### config.mk
export PLATFORM = sky130hd
export DESIGN_NAME = fixed_point_acc
export DESIGN_NICKNAME = d
export VERILOG_FILES = /design/src/rtl/lenet_fxp_pkg.sv /design/src/rtl/fxp_sat_narrow.sv /design/src/rtl/fixed_point_acc.sv
export SDC_FILE = /design/constraint.sdc
export NUM_CORES = 1
export LEC_CHECK = 0
export ABC_AREA = 1
export ABC_CLOCK_PERIOD_IN_PS = 3300
export BUFFER_PORTS_ARGS = -buffer_cell sky130_fd_sc_hd__buf_2
export CORE_MARGIN = 2
export CORE_UTILIZATION = 55
export DETAILED_ROUTE_END_ITERATION = 10
export GPL_ROUTABILITY_DRIVEN = 0
export PLACE_DENSITY = 0.8
export SLEW_MARGIN = 0
export SYNTH_ARGS = -nofsm -noshare
export SYNTH_HDL_FRONTEND = slang
export SYNTH_SLANG_ARGS = --single-unit
export TNS_END_PERCENT = 5
### constraint.sdc
create_clock -name clk -period 3.3 [get_ports clk]
set_input_delay 0.495 -clock clk [delete_from_list [all_inputs] [get_ports clk]]
set_output_delay 0.495 -clock clk [all_outputs]
set_load 0.05 [all_outputs]
### src/rtl/lenet_fxp_pkg.sv
// Shared Q6.10 fixed-point definitions for the LeNet datapath blocks.
package lenet_fxp_pkg;

  localparam int FXP_DATA_WIDTH = 16;
  localparam int FXP_INTEGER    = 6;
  localparam int FXP_FRACTION   = 10;

  typedef logic signed [FXP_DATA_WIDTH-1:0] fxp_t;

  localparam fxp_t FXP_MAX = 16'sh7FFF;
  localparam fxp_t FXP_MIN = 16'sh8000;

  typedef enum logic [1:0] {
    IDLE,
    ACCUM,
    HOLD
  } acc_state_e;

endpackage

### src/rtl/fxp_sat_narrow.sv
// Narrows a wide signed accumulator to DATA_WIDTH: clamps when FXP_ACC_SATURATE_EN
// is defined, otherwise keeps the low bits (two's-complement wrap).
module fxp_sat_narrow
  import lenet_fxp_pkg::*;
#(
  parameter int ACC_WIDTH  = 21,
  parameter int DATA_WIDTH = FXP_DATA_WIDTH
) (
  input  logic signed [ACC_WIDTH-1:0]  din,
  output logic signed [DATA_WIDTH-1:0] dout
);

`ifdef FXP_ACC_SATURATE_EN
  logic pos_ovf;
  logic neg_ovf;

  // Value fits only if every bit above the result sign bit matches the accumulator sign.
  always_comb begin
    pos_ovf = !din[ACC_WIDTH-1] && (din[ACC_WIDTH-2:DATA_WIDTH-1] != '0);
    neg_ovf =  din[ACC_WIDTH-1] && (din[ACC_WIDTH-2:DATA_WIDTH-1] != '1);
    if (pos_ovf)
      dout = {1'b0, {(DATA_WIDTH-1){1'b1}}};
    else if (neg_ovf)
      dout = {1'b1, {(DATA_WIDTH-1){1'b0}}};
    else
      dout = din[DATA_WIDTH-1:0];
  end
`else
  logic unused_hi;

  assign unused_hi = ^din[ACC_WIDTH-1:DATA_WIDTH];
  assign dout      = din[DATA_WIDTH-1:0];
`endif

endmodule

### src/rtl/fixed_point_acc.sv
// Streaming Q6.10 window accumulator: bias + KERNEL_SIZE products -> one result.
// Output limiting selected by FXP_ACC_SATURATE_EN (see fxp_sat_narrow).
module fixed_point_acc
  import lenet_fxp_pkg::*;
#(
  parameter int DATA_WIDTH  = FXP_DATA_WIDTH,
  parameter int INTEGER     = FXP_INTEGER,
  parameter int FRACTION    = FXP_FRACTION,
  parameter int KERNEL_SIZE = 25
) (
  input  logic                         clk,
  input  logic                         rst_n,
  input  logic                         in_valid,
  output logic                         in_ready,
  input  logic signed [DATA_WIDTH-1:0] in_data,
  input  logic signed [DATA_WIDTH-1:0] bias,
  output logic                         out_valid,
  input  logic                         out_ready,
  output logic signed [DATA_WIDTH-1:0] out_data,
  output logic                         busy
);

  localparam int ACC_WIDTH = DATA_WIDTH + $clog2(KERNEL_SIZE + 1);
  localparam int CNT_WIDTH = (KERNEL_SIZE > 1) ? $clog2(KERNEL_SIZE) : 1;
  localparam logic [CNT_WIDTH-1:0] LAST_CNT = CNT_WIDTH'(KERNEL_SIZE - 1);

  generate
    if ((INTEGER + FRACTION != DATA_WIDTH) || (KERNEL_SIZE < 1) || (KERNEL_SIZE > 1024)) begin : g_bad_cfg
      $error("fixed_point_acc: illegal parameter combination");
    end
  endgenerate

  acc_state_e                   state, state_n;
  logic signed [ACC_WIDTH-1:0]  acc;
  logic signed [ACC_WIDTH-1:0]  sum;
  logic signed [DATA_WIDTH-1:0] narrowed;
  logic [CNT_WIDTH-1:0]         cnt;
  logic                         take;
  logic                         first_beat;
  logic                         last_beat;

  always_comb begin
    out_valid  = (state == HOLD);
    in_ready   = !out_valid || out_ready;
    take       = in_valid && in_ready;
    first_beat = (cnt == '0);
    last_beat  = (cnt == LAST_CNT);
    busy       = (cnt != '0);
    sum = (first_beat ? {{(ACC_WIDTH-DATA_WIDTH){bias[DATA_WIDTH-1]}}, bias} : acc)
        + {{(ACC_WIDTH-DATA_WIDTH){in_data[DATA_WIDTH-1]}}, in_data};
  end

  fxp_sat_narrow #(
    .ACC_WIDTH (ACC_WIDTH),
    .DATA_WIDTH(DATA_WIDTH)
  ) u_narrow (
    .din (sum),
    .dout(narrowed)
  );

  // A beat accepted in HOLD also consumes the held result, so HOLD can move
  // straight to ACCUM (or back to HOLD when every beat is a last beat).
  always_comb begin
    state_n = state;
    case (state)
      IDLE:    if (take) state_n = last_beat ? HOLD : ACCUM;
      ACCUM:   if (take && last_beat) state_n = HOLD;
      HOLD: begin
        if (take)           state_n = last_beat ? HOLD : ACCUM;
        else if (out_ready) state_n = IDLE;
      end
      default: state_n = IDLE;
    endcase
  end

  always_ff @(posedge clk or negedge rst_n) begin
    if (!rst_n) begin
      state    <= IDLE;
      acc      <= '0;
      cnt      <= '0;
      out_data <= '0;
    end else begin
      state <= state_n;
      if (take) begin
        acc <= sum;
        cnt <= last_beat ? '0 : cnt + 1'b1;
        if (last_beat)
          out_data <= narrowed;
      end
    end
  end

endmodule

==> metrics.txt, run 1 <==
outcome finished clean; post-synthesis sequential area ratio about 36%; row cnt 25; Avg Cell Area, Syn roughly 7.4 sq um; Post-synth EDFFs 0; DR vias/cell 5.14; wire per inst 12.9 um; CTS tree yes; CTS H-Tree Depth 2; cts bufs inserted 5; gr ovfl total 0; total negative setup slack 0 ns; total track usage 24.7%; die area 0.00556 sq mm; ys async rst share between 90% and 100%; ANT nets after route 0; PD cells 1010 mW/mm^2; Critical Path Start Type register; WL final 6.33 mm; DRC viols 0; number of synthesis warnings 0; critical path's largest stage delay 0.43 ns; most frequent CP cell nand2_1; crit-path max FO 13; Root Buffer Master clkbuf_8; CP Capture Type register; synthesis-to-finish area growth 13.7%; Clock Skew 0.0111 ns; hold_buf cts 0; initial antenna violation count 0; Seq cells post-synth 39; Initial Utilization 57.6%; R2R Setup Slk 0.35 ns; Max Freq 0.339 GHz; vias in the first global route 2348; min Tclk post-route 2.95 ns; CP Data Required Time 3.48 ns; fin nets 480; Slew @ Worst Pin 0.880 ns; Pwr Total 3.15 mW; Post-DP HPWL 4.61 mm; syn_nets about 430; pins over their slew limit 0; Ant. Diodes 0; clock slew at reported path FFs 0.08 ns; Finish-stage setup viols 0; synth unique cells 28; post-synth top area share 35.7%; Arrival @ worst endpoint ~3.1 ns; PortBufs 54; CP Class reg -> reg; first-pass GRT wire length around 10 mm; max-capacitance violation count 0; Die Ht approximately 75 um; Hold Crit Class in -> async; top_reg_cell synth dfrtp_1; RSZ-0062 raised after global routing no; Synth Instances 372; Post-CTS Resized 0; largest area contributor in the netlist dfrtp_1; Max-slew headroom 41.3%; CP Cell Sequence inv_1 > ha_1 > inv_1 > nor2_2 > nand2_2 > mux2_2 > ha_1 > fa_1 > nand2_1 > nand2_1 > nand3b_1 > nand2_1 > nand2_1 > nand3b_1 > nand3_1 > nand2_1; leakage between 1.5 and 2 nW; Crit-path slowest cell fa_1; CTS sink count 39; synth top area cells dfrtp_1 (36%), nand2_1 (19%), ha_1 (8.2%); fraction of layout cells with a size suffix above 1 21.4%; most common cell in the synthesized netlist nand2_1; clk_lat worst skew slightly below 0.3 ns; worst vdd ir 0.000465 V; Die W roughly 75 um; Mapped Area around 0.0027 sq mm; Max Root-Sink Buffers 2; Tcrit/Tclk final 89.3%; I/O pins 55; Final Hold Viols 0; vias post-DR 2531; postcts setup bufs 0; core area around 0.0048 sq mm; Initial DRC Count 114; pin count of the biggest net entering global routing 40; Pre-antenna DRT Iters 4; leading cell types by count after synthesis nand2_1 (142), inv_1 (48), dfrtp_1 (39)
==> power breakdown <==
part	total, mW	internal (mW)	switching [mW]
Clock	0.332	0.164	0.168
Sequential	0.827	0.701	0.127
Combinational	1.99	0.672	1.32
==> sequential cells by signal (all words and copies together), names as in the netlist <==
register  cells
cnt           5
acc          16
out_data     16
state         2
==> cells in the final DEF (no fill, tap or decap), types with 2 or more instances in the layout <==
cell / Yosys / final
inv_1: 48 / 48
nand3_1: 25 / 25
buf_2: 3 / 54
o21ai_2: 4 / 4
a21oi_1: 13 / 13
nor3_1: 4 / 4
clkbuf_8: 0 / 6
nand2_1: 142 / 142
nand3b_1: 6 / 6
o2111ai_1: 2 / 2
inv_2: 2 / 2
o21ai_0: 10 / 10
nand2_2: 4 / 4
nor3b_1: 2 / 2
xor2_1: 5 / 5
dfrtp_1: 39 / 39
ha_1: 18 / 18
nor2_2: 3 / 3
nor2_1: 15 / 15
mux2_2: 12 / 12
or2_2: 2 / 2
xnor2_1: 2 / 2
==> critical path, delay by kind of cell (launching register included) <==
family        cells  cell delay [ns]
mux               1             0.34
simple gates     10             1.11
fa+ha+maj         3             0.82
buf+inv           2             0.15
flops             1             0.40
==> cells by family after synthesis <==
kind of cell	count (synthesis)	synth area share [%]
and+or+nand+nor	206	32.2
DFF	39	35.7
buffers and inverters	59	9.60
adders and majority gates	19	8.96
AOI/OAI and AO/OA	30	6.40
muxes	12	4.94
xor gates and xnor gates	7	2.24
==> routing by layer <==
layer	wire length, um	part of all wire (%)	global-route usage, %
met1	2940	46	33.5
met5	0	0	0
met3	339	5.4	4.47
met2	2990	47	41.1
met4	58	0.92	6.15
==> path summary, 6_finish.rpt <==
check / start / to / cells past startpoint
max: cnt[0] / acc[10] / 16
min: rst_n / out_data[7] / 1
max reg2reg: cnt[0] / acc[10] / 16
min reg2reg: out_data[10] / out_data[10] / 2
max in group asynchronous: rst_n / acc[15] / 1
min in group clk: out_data[10] / out_data[10] / 2
==> final cells by class <==
cell class,count,area [sq um]
tap,67,83.8
fill,431,1640
timing repair buffer,55,278
inverter,50,188
clock buffer,6,82.6
clock inverter,1,5.00
sequential,39,976
multi-input combinational,274,1500
==> metrics by stage <==
stage          area (sq um)  worst slack, ns  cells  util (%)  hold slack, ns
6_report               3110            0.353    492      65.4           0.323
3_5_place_dp           3020            0.432    485      63.6           0.460
4_1_cts                3110            0.377    492      65.4           0.347
2_1_floorplan          2740            0.646    372         -           0.199
5_1_grt                3110            0.115    492      65.4           0.389
3_3_place_gp           3020            0.490    485      63.6           0.453
No activity file was read; power rests on OpenSTA's default activity.
==> inputs of run 2 (changes only) <==
- GPL_TIMING_DRIVEN: not set -> 0
==> metrics.txt, run 2 (synthesis gave the netlist of run 1 again) <==
Die W 74.5 um (unchanged); pins over their slew limit 0 (unchanged); CTS tree yes (unchanged); synthesis-to-finish area growth 17.8% (was 13.7%); worst reg2reg path startpoint cnt[0] (unchanged); Root Buffer Master clkbuf_8 (unchanged); most frequent cells in the layout nand2_1 (142), buf_2 (57), inv_1 (48) (was nand2_1 (142), buf_2 (54), inv_1 (48)); CP Capture Type register (unchanged); Non-Filler Instances 501 (was 492); row cnt 25 (unchanged); P_int 1.69 mW (was 1.54 mW); top flop regs acc x16, out_data x16, cnt x5 (unchanged); Max Freq 0.340 GHz (was 0.339 GHz); DR vias/cell 5.05 (was 5.14); total negative setup slack 0 ns (unchanged); CP Class reg -> reg (unchanged); min Tclk post-route 2.94 ns (was 2.95 ns); max-capacitance violation count 0 (unchanged); RSZ-0062 raised after global routing no (unchanged); Psw 1.64 mW (was 1.61 mW); Pre-antenna DRT Iters 4 (unchanged); clock group share of total power 14.5% (was 10.5%); Arrival @ worst endpoint 3.13 ns (was 3.12 ns); Slew @ Worst Pin 0.889 ns (was 0.880 ns); crit-path max FO 10 (was 13); PD cells 1030 mW/mm^2 (was 1010 mW/mm^2); DRC viols 0 (unchanged); CTS sink count 39 (unchanged); pin count of the biggest net entering global routing 40 (unchanged); Max-slew headroom 40.7% (was 41.3%); switching fraction of total power 49.2% (was 51.2%); initial antenna violation count 0 (unchanged); Reg-to-Reg End acc[10] (unchanged); combinational power share 60.6% (was 63.2%); first-pass GRT wire length 10.8 mm (was 10.5 mm); CP Data Required Time 3.49 ns (was 3.48 ns); Post-DP HPWL 4.88 mm (was 4.61 mm); final instance area 0.00322 sq mm (was 0.00311 sq mm); Critical Path Start Type register (unchanged); Tcrit/Tclk final 89.1% (was 89.3%); vias post-DR 2530 (was 2531); postcts setup bufs 0 (unchanged); WL final 6.64 mm (was 6.33 mm); Placed Area 0.00309 sq mm (was 0.00302 sq mm); fin nets 488 (was 480); Finish-stage setup viols 0 (unchanged); Max Root-Sink Buffers 2 (unchanged); DP Cell Count 493 (was 485); I/O pins 55 (unchanged); hold_buf cts 0 (unchanged); ANT nets after route 0 (unchanged); fraction of layout cells with a size suffix above 1 22.8% (was 21.4%); core area 0.00475 sq mm (unchanged); vias in the first global route 2466 (was 2348); worst vdd ir 0.000506 V (was 0.000465 V); Initial Utilization 57.6% (unchanged); Clock Skew 0.00828 ns (was 0.0111 ns); total track usage 25.9% (was 24.7%); clk_lat worst skew 0.30 ns (was 0.29 ns); CTS H-Tree Depth 2 (unchanged); Final Hold Viols 0 (unchanged); Post-CTS Resized 0 (unchanged); leakage 1.86 nW (was 1.80 nW); Initial DRC Count 139 (was 114); Ant. Diodes 0 (unchanged); R2R Setup Slk 0.36 ns (was 0.35 ns); clock slew at reported path FFs 0.08 ns (about the same); cts bufs inserted 5 (unchanged); Hold Crit Class in -> async (unchanged); commonest non-fill, non-tap cell in the layout nand2_1 (unchanged); die area 0.00556 sq mm (unchanged); outcome finished clean (unchanged); Die Ht 74.5 um (unchanged); gr ovfl total 0 (unchanged); wire per inst 13.3 um (was 12.9 um); sequential share of power 24.9% (was 26.3%); beginning of the critical path cnt[0] (unchanged); PortBufs 54 (unchanged); R2R depth 17 (was 16)
-- run 2: how the worst max path moves through the flow --
stage,endpoint,slack (ns)
3_5_place_dp,acc[8],0.41
3_3_place_gp,acc[8],0.49
5_1_grt,acc[10],0.14
2_1_floorplan,acc[8],0.65
4_1_cts,out_data[14],0.37
6_report,acc[10],0.36
-- run 2: worst max-delay path: stages (launching register included) --
cell and delay (ns):
dfrtp_1 0.41, inv_1 0.10, ha_1 0.20, inv_1 0.06, nor2_2 0.13, nand2_2 0.09
buf_6 0.17, mux2_2 0.27, ha_1 0.21, fa_1 0.43, nand2_1 0.08, nand2_1 0.06
nand3b_1 0.08, nand2_1 0.11, nand2_1 0.12, nand3b_1 0.11, nand3_1 0.11, nand2_1 0.06
-- run 2: power by group through the flow --
stage               logic, mW  registers [mW]  clock network (mW)
floorplan                1.26            1.13                   0
global placement         1.92           0.825                   0
detailed placement       1.98           0.832                   0
CTS                      2.00           0.824               0.484
global route             2.26           0.848               0.500
finish                   2.02           0.827               0.482
-- run 2: through the flow --
step	setup slack (ns)	util (%)	hold WS [ns]	power [mW]
final	0.361	67.8	0.308	3.32
after global routing	0.144	67.8	0.401	3.61
after CTS	0.374	67.8	0.340	3.31
after detailed placement	0.411	65.0	0.461	2.81
after global placement	0.486	65.0	0.458	2.75
after floorplan	0.646	-	0.199	2.39
-- run 2: layout make-up --
class / count / area [sq um]
flip-flops and latches: 39 / 976
well taps: 67 / 83.8
clock inverters: 2 / 60.1
multi-input cells: 274 / 1500
clock buffers: 6 / 72.6
plain buffers: 9 / 75.1
inverters: 50 / 188
repair buffers: 54 / 270
fillers: 416 / 1530
-- run 2: layer usage --
metal | global-route usage [%] | routed length [um] | share of wire [%]
met5 | 0 | 0 | 0
met4 | 9.52 | 91 | 1.4
met3 | 4.74 | 381 | 5.7
met2 | 43.9 | 3230 | 49
met1 | 33.0 | 2940 | 44
